===== src/rtl/reset_sequencer.sv =====
// reset_sequencer: holds reset domains until PLL lock is stable, then releases them in order.
// Lock loss, a debounced button press or a software request re-asserts every domain.
module reset_sequencer #(
  parameter int N_OUT       = 2,
  parameter int HOLD_CYCLES = 2**24,
  parameter int STAGE_GAP   = 1024,
  parameter int DEB_CYCLES  = 65536
) (
  input  logic             i_clk,
  input  logic             i_rst,
  input  logic             i_pll_lock,
  input  logic             i_btn,
  input  logic             i_sw_req,
  output logic [N_OUT-1:0] o_rst,
  output logic             o_ready,
  output logic [1:0]       o_cause
);
  localparam int HW = HOLD_CYCLES > 1 ? $clog2(HOLD_CYCLES) : 1;
  localparam int GW = STAGE_GAP   > 1 ? $clog2(STAGE_GAP)   : 1;
  localparam int DW = DEB_CYCLES  > 1 ? $clog2(DEB_CYCLES)  : 1;
  localparam int SW = N_OUT       > 1 ? $clog2(N_OUT)       : 1;

  typedef enum logic [1:0] {S_ASSERT, S_RELEASE, S_RUN} state_t;

  state_t        r_state;
  logic          r_lock_m, r_lock_s, r_btn_m, r_btn_s, r_btn_d;
  logic [DW-1:0] r_deb_cnt;
  logic [HW-1:0] r_hold_cnt;
  logic [GW-1:0] r_gap_cnt;
  logic [SW-1:0] r_stage;
  logic          w_good, w_trig;
  logic [1:0]    w_cause;
  logic [SW-1:0] w_next;

  assign w_good  = r_lock_s & ~r_btn_d;
  assign w_trig  = ~r_lock_s | r_btn_d | i_sw_req;
  // lock loss outranks button, button outranks software
  assign w_cause = ~r_lock_s ? 2'b01 : r_btn_d ? 2'b10 : 2'b11;
  assign w_next  = r_stage + 1'b1;

  always_ff @(posedge i_clk or posedge i_rst) begin
    if (i_rst) begin
      r_state    <= S_ASSERT;
      o_rst      <= '1;
      o_ready    <= 1'b0;
      o_cause    <= 2'b00;
      r_lock_m   <= 1'b0;
      r_lock_s   <= 1'b0;
      r_btn_m    <= 1'b0;
      r_btn_s    <= 1'b0;
      r_btn_d    <= 1'b0;
      r_deb_cnt  <= '0;
      r_hold_cnt <= '0;
      r_gap_cnt  <= '0;
      r_stage    <= '0;
    end else begin
      r_lock_m <= i_pll_lock;
      r_lock_s <= r_lock_m;
      r_btn_m  <= i_btn;
      r_btn_s  <= r_btn_m;
      if (r_btn_s == r_btn_d) r_deb_cnt <= '0;
      else if (r_deb_cnt == DW'(DEB_CYCLES - 1)) begin
        r_btn_d   <= r_btn_s;
        r_deb_cnt <= '0;
      end else r_deb_cnt <= r_deb_cnt + 1'b1;
      if (r_state != S_ASSERT && w_trig) begin
        r_state    <= S_ASSERT;
        o_rst      <= '1;
        o_ready    <= 1'b0;
        o_cause    <= w_cause;
        r_hold_cnt <= '0;
        r_gap_cnt  <= '0;
        r_stage    <= '0;
      end else if (r_state == S_ASSERT) begin
        if (!w_good) r_hold_cnt <= '0;
        else if (r_hold_cnt == HW'(HOLD_CYCLES - 1)) begin
          o_rst[0]   <= 1'b0;
          r_stage    <= '0;
          r_gap_cnt  <= '0;
          r_hold_cnt <= '0;
          o_ready    <= N_OUT == 1;
          r_state    <= N_OUT == 1 ? S_RUN : S_RELEASE;
        end else r_hold_cnt <= r_hold_cnt + 1'b1;
      end else if (r_state == S_RELEASE) begin
        if (r_gap_cnt == GW'(STAGE_GAP - 1)) begin
          r_gap_cnt     <= '0;
          r_stage       <= w_next;
          o_rst[w_next] <= 1'b0;
          if (w_next == SW'(N_OUT - 1)) begin
            o_ready <= 1'b1;
            r_state <= S_RUN;
          end
        end else r_gap_cnt <= r_gap_cnt + 1'b1;
      end
    end
  end
endmodule

===== config.mk =====
export PLATFORM = sky130hd
export DESIGN_NAME = reset_sequencer
export DESIGN_NICKNAME = d
export VERILOG_FILES = /design/src/rtl/reset_sequencer.sv
export SDC_FILE = /design/constraint.sdc
export NUM_CORES = 1
export LEC_CHECK = 0
export ABC_AREA = 1
export BUFFER_PORTS_ARGS = -buffer_cell sky130_fd_sc_hd__clkbuf_2
export CAP_MARGIN = 20
export CORE_MARGIN = 1.5
export CORE_UTILIZATION = 50
export CTS_CLUSTER_SIZE = 16
export DETAILED_ROUTE_END_ITERATION = 8
export HOLD_SLACK_MARGIN = 0.02
export PLACE_DENSITY_LB_ADDON = 0.05
export RECOVER_POWER = 100
export SYNTH_ARGS = -nofsm -noshare
export SYNTH_HDL_FRONTEND = slang
export SYNTH_SLANG_ARGS = --single-unit

===== constraint.sdc =====
create_clock -name i_clk -period 2.55 [get_ports i_clk]
set_clock_uncertainty 0.05 [all_clocks]
set_input_delay 0.1275 -clock i_clk [delete_from_list [all_inputs] [get_ports i_clk]]
set_output_delay 0.1275 -clock i_clk [all_outputs]
set_load 0.05 [all_outputs]

==> results by stage, run 1 <==
Run status:
- The flow ran to the end, and the final reports show no timing, DRC or antenna violations.

Logic synthesis:
- Among all flip-flop cells after synthesis, the most frequent one is sky130_fd_sc_hd__dfrtp_1.
- The gate count of the mapped netlist is around 450.
- The cell area that synthesis handed to floorplanning was 0.00343 sq mm.
- The number of flops mapped to enable cells by yosys is 0.
- Of the synthesized area, sequential elements account for 0.453.
- The synthesized netlist net count is 457.
- Yosys attributes the largest share of cell area to sky130_fd_sc_hd__dfrtp_1 44%, sky130_fd_sc_hd__nand2_1 15%, sky130_fd_sc_hd__nor2_1 7.1%.
- Yosys printed 0 warnings.
- The share of synthesized area in the top cell type comes to 0.437.
- The count of state elements after synthesis is 62.
- The dominant cell type by area after synthesis is sky130_fd_sc_hd__dfrtp_1.
- Counting flops with an async set or reset pin after synthesis yields a share of 1.00.
- The mean area per synthesized cell is 7.64 sq um.
- The distinct cell type count after synthesis is 33.

Timing:
- In this run the tightest slew margin relative to its limit is 0.296.
- The final number of hold-violating endpoints is 0.
- At the pin with the least slew margin, the transition time is 1.05 ns.
- The final sum of negative setup slack is 0 ns.
- Setup violations remaining at the end of the flow were counted as 0.
- Setup repair after global routing left no endpoint under its margin.
- The final max-slew violation count came to 0.
- In the finished design, the share of the clock period the worst path needs comes to 0.875.
- Derived from the worst setup path, the maximum achievable clock frequency is 448 MHz.
- The minimum clock period after layout is 2.23 ns.
- The worst setup margin is 0.320 ns.

Floorplan:
- The I/O pin total is 10.
- The chip width is approximately 86 um.
- The floorplan step defined a die boundary enclosing between 0.007 and 0.008 sq mm.
- In this run the core area contains 30 standard-cell rows.
- The die is 85.9 um tall.
- The starting density of the core is 0.511.
- The total area inside the core boundary comes to 0.00672 sq mm.

Clock network:
- The number of H-tree levels is 3.
- The clock transition at the register clock pins on the worst setup and hold paths after CTS is 0.08 ns.
- Clock tree synthesis selected as its root buffer the cell sky130_fd_sc_hd__clkbuf_8.
- The clock net sink count is a little over 60.
- Counting along the longest clock path gives a buffer depth of 2.
- Clock latency on the worst-skew pair, taken at its later pin, is 0.35 ns.
- The TritonCTS clock tree is yes.
- Clock tree synthesis inserted a total of 9 buffers.

Worst setup path:
- The worst setup path is of the reg2reg kind.
- At the worst endpoint, the arrival time is approximately 2.4 ns.
- The worst-path maximum fanout is 23.
- The delay of the slowest cell on the worst path is 0.46 ns.
- The endpoint required time on the critical path is 2.73 ns.
- On the critical path, the stage with the largest delay is an instance of sky130_fd_sc_hd__dfrtp_1.
- STA classifies the critical path endpoint as a register.
- Traced cell by cell, the critical path runs through ha_1 > nand2_1 > nor2_4 > nand2_4 > nor2_8 > nand3_1 > nand2_2 > inv_1 > nand3_1 > nand2_1.
- The kind of launch point of the worst setup path is a register.

Power and ir drop:
- For this design the ratio of total power to cell area is about 520 mW/mm^2.
- The total leakage power is roughly 1.7 nW.
- The worst-case IR drop observed on VDD is between 300 and 400 uV.

Global routing:
- The number of antenna violations at the first check in global routing is 0.
- The maximum number of pins on one net before global-route repair is 35.
- The wire length of the first global-routing pass is about 13 mm.
- Across every metal layer, demand over resource in global routing totals 0.220.
- For this run the aggregate overflow at the end of global routing stands at 0.
- The via count of the first global-routing pass is 2815.

Detailed routing:
- The final route contains 2860 vias.
- The per-cell routed wire length is 13.0 um.
- The final wirelength is 7.18 mm.
- The average vias per placed instance is 5.16.
- The post-route antenna net violation count is 0.
- Before antenna repair, the detailed router went through 4 iterations.
- The DRC violation count after routing is 0.
- After the first detailed-routing iteration, the DRC count stood at 178.

Place:
- Before CTS, the worst setup slack after placement is 0.182 ns.
- The weighted congestion reported at the end of routability-driven placement is 0.847.
- The standard cell area after detailed placement is 0.00357 sq mm.
- Buffers placed on the I/O ports in this run total 9.
- After legalization and detailed placement, the total HPWL measured about 5.1 mm.

Finish:
- The total number of nets in the final design is 477.
- The layout has 635 filler cells.
- In the layout the commonest cells are 134 x sky130_fd_sc_hd__nand2_1, 64 x sky130_fd_sc_hd__nor2_1, 60 x sky130_fd_sc_hd__dfrtp_1.
- The library cell used most frequently in the layout, excluding fill and tap cells, is sky130_fd_sc_hd__nand2_1.
- Summing all multi-input logic gate instances after layout gives 0.00164 sq mm.
- Relative to the synthesized area, the layout overhead comes to 9.44%.
- In the final layout, flip-flops and latches occupy around 0.0016 sq mm.
- The number of inserted diodes is 0.
- The post-layout instance area is roughly 0.0038 sq mm.
- The fraction of final layout cells with drive strength greater than 1 is 0.0717.

Hold path:
- The class of the tightest hold or removal check is in2reg.

Job:
- The number of max-capacitance violations reported is 0.
[kinds of logic (layout without fill, tap and decap cells)]
| kind of cell | after synthesis | count (layout) | synth area share |
|---|---|---|---|
| simple gates | 263 | 263 | 0.335 |
| fa+ha+maj | 3 | 3 | 0.0109 |
| compound gates | 39 | 39 | 0.0649 |
| xor+xnor | 28 | 28 | 0.0715 |
| flops | 62 | 62 | 0.453 |
| buf+inv | 54 | 79 | 0.0649 |
[critical path: cells and delay by family (launching register included)]
family | cells | cell delay [ns]
fa+ha+maj | 1 | 0.35
buf+inv | 1 | 0.13
flops | 1 | 0.46
simple gates | 8 | 1.11
[per-layer routing]
metal / part of all wire / track usage / wire [um]
met1: 0.49 / 0.277 / 3530
met5: 0 / 0 / 0
met2: 0.45 / 0.359 / 3240
met3: 0.022 / 0.0385 / 155
met4: 0.035 / 0.123 / 248
[path summary, 6_finish.rpt]
path	slack (ns)	to	start	cells past startpoint
worst max-delay path	0.32	r_hold_cnt[23]	r_hold_cnt[0]	10
worst min-delay path	0.07	o_ready	i_sw_req	4
worst max register to register	0.32	r_hold_cnt[23]	r_hold_cnt[0]	10
worst min register to register	0.30	r_lock_s	r_lock_m	0
max in group asynchronous	0.53	r_hold_cnt[14]	i_rst	4
min in group asynchronous	0.53	r_deb_cnt[6]	i_rst	3
[registers in the layout (all words and copies together) (netlist names)]
register	flops
r_hold_cnt	24
r_gap_cnt	10
r_btn_d	1
o_rst	2
r_btn_s	1
r_stage	1
o_cause	2
r_btn_m	1
r_state	1
r_lock_m	1
r_deb_cnt	16
o_ready	1
r_lock_s	1
[synthesized netlist by cell type (2+ instances only)]
library cell,number
sky130_fd_sc_hd__a21oi_1,3
sky130_fd_sc_hd__a31oi_1,2
sky130_fd_sc_hd__buf_4,2
sky130_fd_sc_hd__dfrtp_1,60
sky130_fd_sc_hd__dfstp_2,2
sky130_fd_sc_hd__ha_1,3
sky130_fd_sc_hd__inv_1,48
sky130_fd_sc_hd__nand2_1,133
sky130_fd_sc_hd__nand2_2,2
sky130_fd_sc_hd__nand2_4,2
sky130_fd_sc_hd__nand3_1,38
sky130_fd_sc_hd__nand4_1,6
sky130_fd_sc_hd__nor2_1,65
sky130_fd_sc_hd__nor2_4,2
sky130_fd_sc_hd__nor3_1,8
sky130_fd_sc_hd__o21ai_0,13
sky130_fd_sc_hd__o21ai_1,4
sky130_fd_sc_hd__o22ai_1,14
sky130_fd_sc_hd__o31ai_1,2
sky130_fd_sc_hd__xnor2_1,5
sky130_fd_sc_hd__xor2_1,23
[per-stage QoR]
step	power, W	util	hold WS [ns]	cells
finish	0.00195	0.559	0.0726	554
global route	0.00202	0.559	0.119	554
floorplan	0.00106	-	0.109	449
detailed placement	0.00109	0.531	0.189	535
global placement	0.00109	0.531	0.185	535
CTS	0.00197	0.565	0.0677	554
[layout make-up]
type	instances	share of cell area
flip-flops and latches	62	0.414
inverters	49	0.0490
well taps	80	0.0266
clock inverters	5	0.0157
clock buffers	11	0.0376
repair buffers	14	0.0207
multi-input cells	333	0.437
[what timing repair did]
item                                    in CTS  in global routing
buffers inserted                             0                  0
hold buffers                                 3                  0
hold endpoints to repair                    30                  0
endpoints found under the setup margin       0                 14
resized for setup                            0                  1
[where the power goes]
part / switching [W] / internal (W)
Sequential: 0.0000112 / 0.000994
Clock: 0.000406 / 0.000478
Combinational: 0.0000410 / 0.0000174
Total: 0.000458 / 0.00149
No activity file was read; power rests on OpenSTA's default activity.
==> run 2, diff against run 1 <==
--- a/config.mk
+++ b/config.mk
@@ -9,12 +9,13 @@
 export BUFFER_PORTS_ARGS = -buffer_cell sky130_fd_sc_hd__clkbuf_2
 export CAP_MARGIN = 20
 export CORE_MARGIN = 1.5
-export CORE_UTILIZATION = 50
+export CORE_UTILIZATION = 67
 export CTS_CLUSTER_SIZE = 16
 export DETAILED_ROUTE_END_ITERATION = 8
 export HOLD_SLACK_MARGIN = 0.02
 export PLACE_DENSITY_LB_ADDON = 0.05
 export RECOVER_POWER = 100
+export SLEW_MARGIN = 20
 export SYNTH_ARGS = -nofsm -noshare
 export SYNTH_HDL_FRONTEND = slang
 export SYNTH_SLANG_ARGS = --single-unit
==> run 2 against run 1 <==
Against the previous run: non-clock buffer count unchanged; setup slack got worse by 0.082 ns; highest routed layer unchanged; critical path type unchanged; sequential power about the same.
==> results by stage, run 2 (same netlist as run 1, synthesis figures left out) <==
Finish:
- The total number of nets in the final design is 477 (unchanged).
- The fraction of final layout cells with drive strength greater than 1 is 0.0738 (+0.00211).
- The library cells used most frequently in the layout, excluding fill and tap cells, are 134 x sky130_fd_sc_hd__nand2_1, 65 x sky130_fd_sc_hd__nor2_1, 60 x sky130_fd_sc_hd__dfrtp_1.
- The number of flip-flops under the largest register name is 24 (unchanged).
- Compared with the post-synthesis result, the final layout area differs by 8.31%.
- Leaving out fill and tap cells, the most frequent cell in the layout is sky130_fd_sc_hd__nand2_1.
- The largest registers in the layout are r_hold_cnt (24), r_deb_cnt (16), r_gap_cnt (10).
- Counting flops per register, the top entry is r_hold_cnt.
- The number of inserted diodes is 0 (unchanged).

Floorplan:
- The number of cell rows is 25 (-17%).
- The vertical extent of the die is 74.6 um (-13%).
- The full die area is 0.00556 sq mm (-25%).
- The standard cell core area is 0.00482 sq mm (-28%).
- The I/O pin total is 10 (unchanged).
- The starting density of the core is 0.712 (+0.202).
- The chip width is 74.6 um (-13%).

Clock network:
- The clock transition at the register clock pins on the worst setup and hold paths after CTS is 0.07 ns (about the same).
- TritonCTS built the clock tree.
- The post-CTS setup buffer count came to 0 (unchanged).
- The clock net sink count is 62 (unchanged).
- The root buffer cell chosen for the clock tree is sky130_fd_sc_hd__clkbuf_8.
- The buffer depth of the longest clock path is 2 (unchanged).
- The CTS buffer count came to 9 (unchanged).
- The clock latency reported for the late side of the worst-skew pair was 0.34 ns (about the same).
- The post-cts gate resize count is 0 (unchanged).
- The number of H-tree levels is 3 (unchanged).

Timing:
- The setup violation total in the final timing report is 0 (unchanged).
- The final max-slew violation count is 0 (unchanged).
- The slew at the pin closest to its max-slew limit was 1.16 ns (+0.105 ns).
- The final sum of negative setup slack is 0 ns (unchanged).
- The minimum clock period after layout was 2.31 ns (+0.0817 ns).
- The final worst-path cycle share was 0.907 (+0.0320).
- The headroom to the max-slew limit came to 0.226 (-0.0699).
- Setup repair after global routing left no endpoint under its margin.
- The final number of hold-violating endpoints is 0 (unchanged).
- The timing-limited maximum frequency came to 433 MHz (-3.5%).

Detailed routing:
- The average vias per placed instance is 5.52 (+6.8%).
- The post-route antenna net violation count came to 0 (unchanged).
- The number of search-and-repair iterations in the first detailed-routing pass was 6 (+2).
- The number of DRC markers in iteration 0 is 293 (+65%).
- The wire length the detailed router placed on met1 is 3.24 mm (-8.3%).
- The sum of met3 wire segment lengths after detailed routing is 388 um (+150%).
- The total via count in the routed design is 2984 (+4.3%).
- The per-cell routed wire length came to 13.4 um (+3.7%).
- The DRC violation count after routing was 0 (unchanged).
- The final wirelength is 7.27 mm (+1.3%).
- The routed length on met2 is 3.51 mm (+8.4%).
- The detailed router used layers up to and including met4.

Hold path:
- The worst hold path begins at i_sw_req.
- The hold-critical path endpoint is o_ready.
- The class of the tightest hold or removal check is in2reg.
- The count of cells along the worst hold path is 4 (unchanged).

Worst setup path:
- The worst register-to-register path begins at r_btn_d.
- The endpoint identified for the worst register-to-register timing path is r_hold_cnt[16].
- The category of the critical setup timing path is reg2reg.
- The register-to-register setup slack is 0.24 ns (-0.08 ns).
- The endpoint arrival time on the critical path is 2.52 ns (+0.11 ns).
- STA classifies the critical path startpoint as a register.
- The capturing element type of the critical path is a register.
- The endpoint required time on the critical path is 2.76 ns (+0.03 ns).
- The worst-path maximum fanout is 14 (-39%).
- The depth of the worst register-to-register path is 5 (-5).

Power and ir drop:
- The worst voltage drop across the vdd grid is 465 uV (+46%).
- The total power divided by cell area is 485 mW/mm^2 (-6.4%).
- The post-route total power is 0.00180 W (-7.4%).
- The total leakage power is 1.70 nW (+0.60%).

Global routing:
- The via count of the first global-routing pass was 2762 (-1.9%).
- The overall global routing resource usage was 0.285 (+0.0648).
- The number of antenna violations at the first check in global routing was 0 (unchanged).
- The maximum number of pins on one net before global-route repair is 33 (-5.7%).
- The total overflow reported by the global router was 0 (unchanged).
- The wire length of the first global-routing pass is 11.9 mm (-5.5%).

Place:
- The weighted congestion reported at the end of routability-driven placement is 0.872 (+3.0%).
- The HPWL reported at the end of detailed placement is 5.04 mm (-1.5%).
- The total of buffers placed on input and output ports is 9 (unchanged).

Run status:
- The run finished with clean final reports.

Job:
- The number of max-capacitance violations reported is 0 (unchanged).
==> run 2: area by class of cell <==
class                           instances  area [sq um]
Fill cell                             379          1100
Clock buffer                            9           124
Inverter                               49           184
Clock inverter                          7          41.3
Timing Repair Buffer                   14          77.6
Multi-Input combinational cell        333          1650
Tap cell                               67          83.8
Sequential cell                        62          1550
==> run 2: critical path, stage by stage, from the launching register on <==
cell and delay [ns]:
sky130_fd_sc_hd__dfrtp_1 0.42, sky130_fd_sc_hd__inv_1 0.12, sky130_fd_sc_hd__nand3_1 0.14, sky130_fd_sc_hd__nor2_1 0.74, sky130_fd_sc_hd__inv_1 0.47, sky130_fd_sc_hd__o22ai_1 0.29
==> run 2: where the power goes <==
part,switching (W),leakage (nW),internal (W)
logic,0.0000433,0.778,0.0000176
registers,0.0000112,0.829,0.000994
clock network,0.000394,0.0885,0.000344
==> run 2: repair_timing <==
item / 4_1_cts / 5_1_grt
hold buffers: 3 / 0
endpoints found under the hold margin: 32 / 0
endpoints found under the setup margin: 0 / 0
==> run 2: how the worst max path moves through the flow <==
stage,from,to,slack [ns]
after global routing,r_btn_d,r_stage,0.06
after detailed placement,r_btn_d,r_hold_cnt[21],0.27
after CTS,r_btn_d,r_hold_cnt[16],0.23
after global placement,r_btn_d,r_hold_cnt[20],0.39
final,r_btn_d,r_hold_cnt[16],0.24
after floorplan,i_rst,o_cause[0],0.83
==> run 2: metal layers <==
| metal | up-vias | global-route usage |
|---|---|---|
| li1 | 1479 | - |
| met1 | 1393 | 0.382 |
| met2 | 95 | 0.452 |
| met3 | 17 | 0.0583 |
| met4 | 0 | 0.123 |
| met5 | - | 0 |
==> run 2: metrics by stage <==
step | instances | hold WS, ns | worst slack (ns) | instance area, sq um | util
finish | 541 | 0.0793 | 0.238 | 3720 | 0.772
global route | 541 | 0.105 | 0.0641 | 3720 | 0.772
CTS | 541 | 0.0760 | 0.230 | 3740 | 0.777
detailed placement | 522 | 0.188 | 0.267 | 3550 | 0.737
global placement | 522 | 0.187 | 0.394 | 3550 | 0.737
floorplan | 449 | 0.109 | 0.834 | 3430 | -
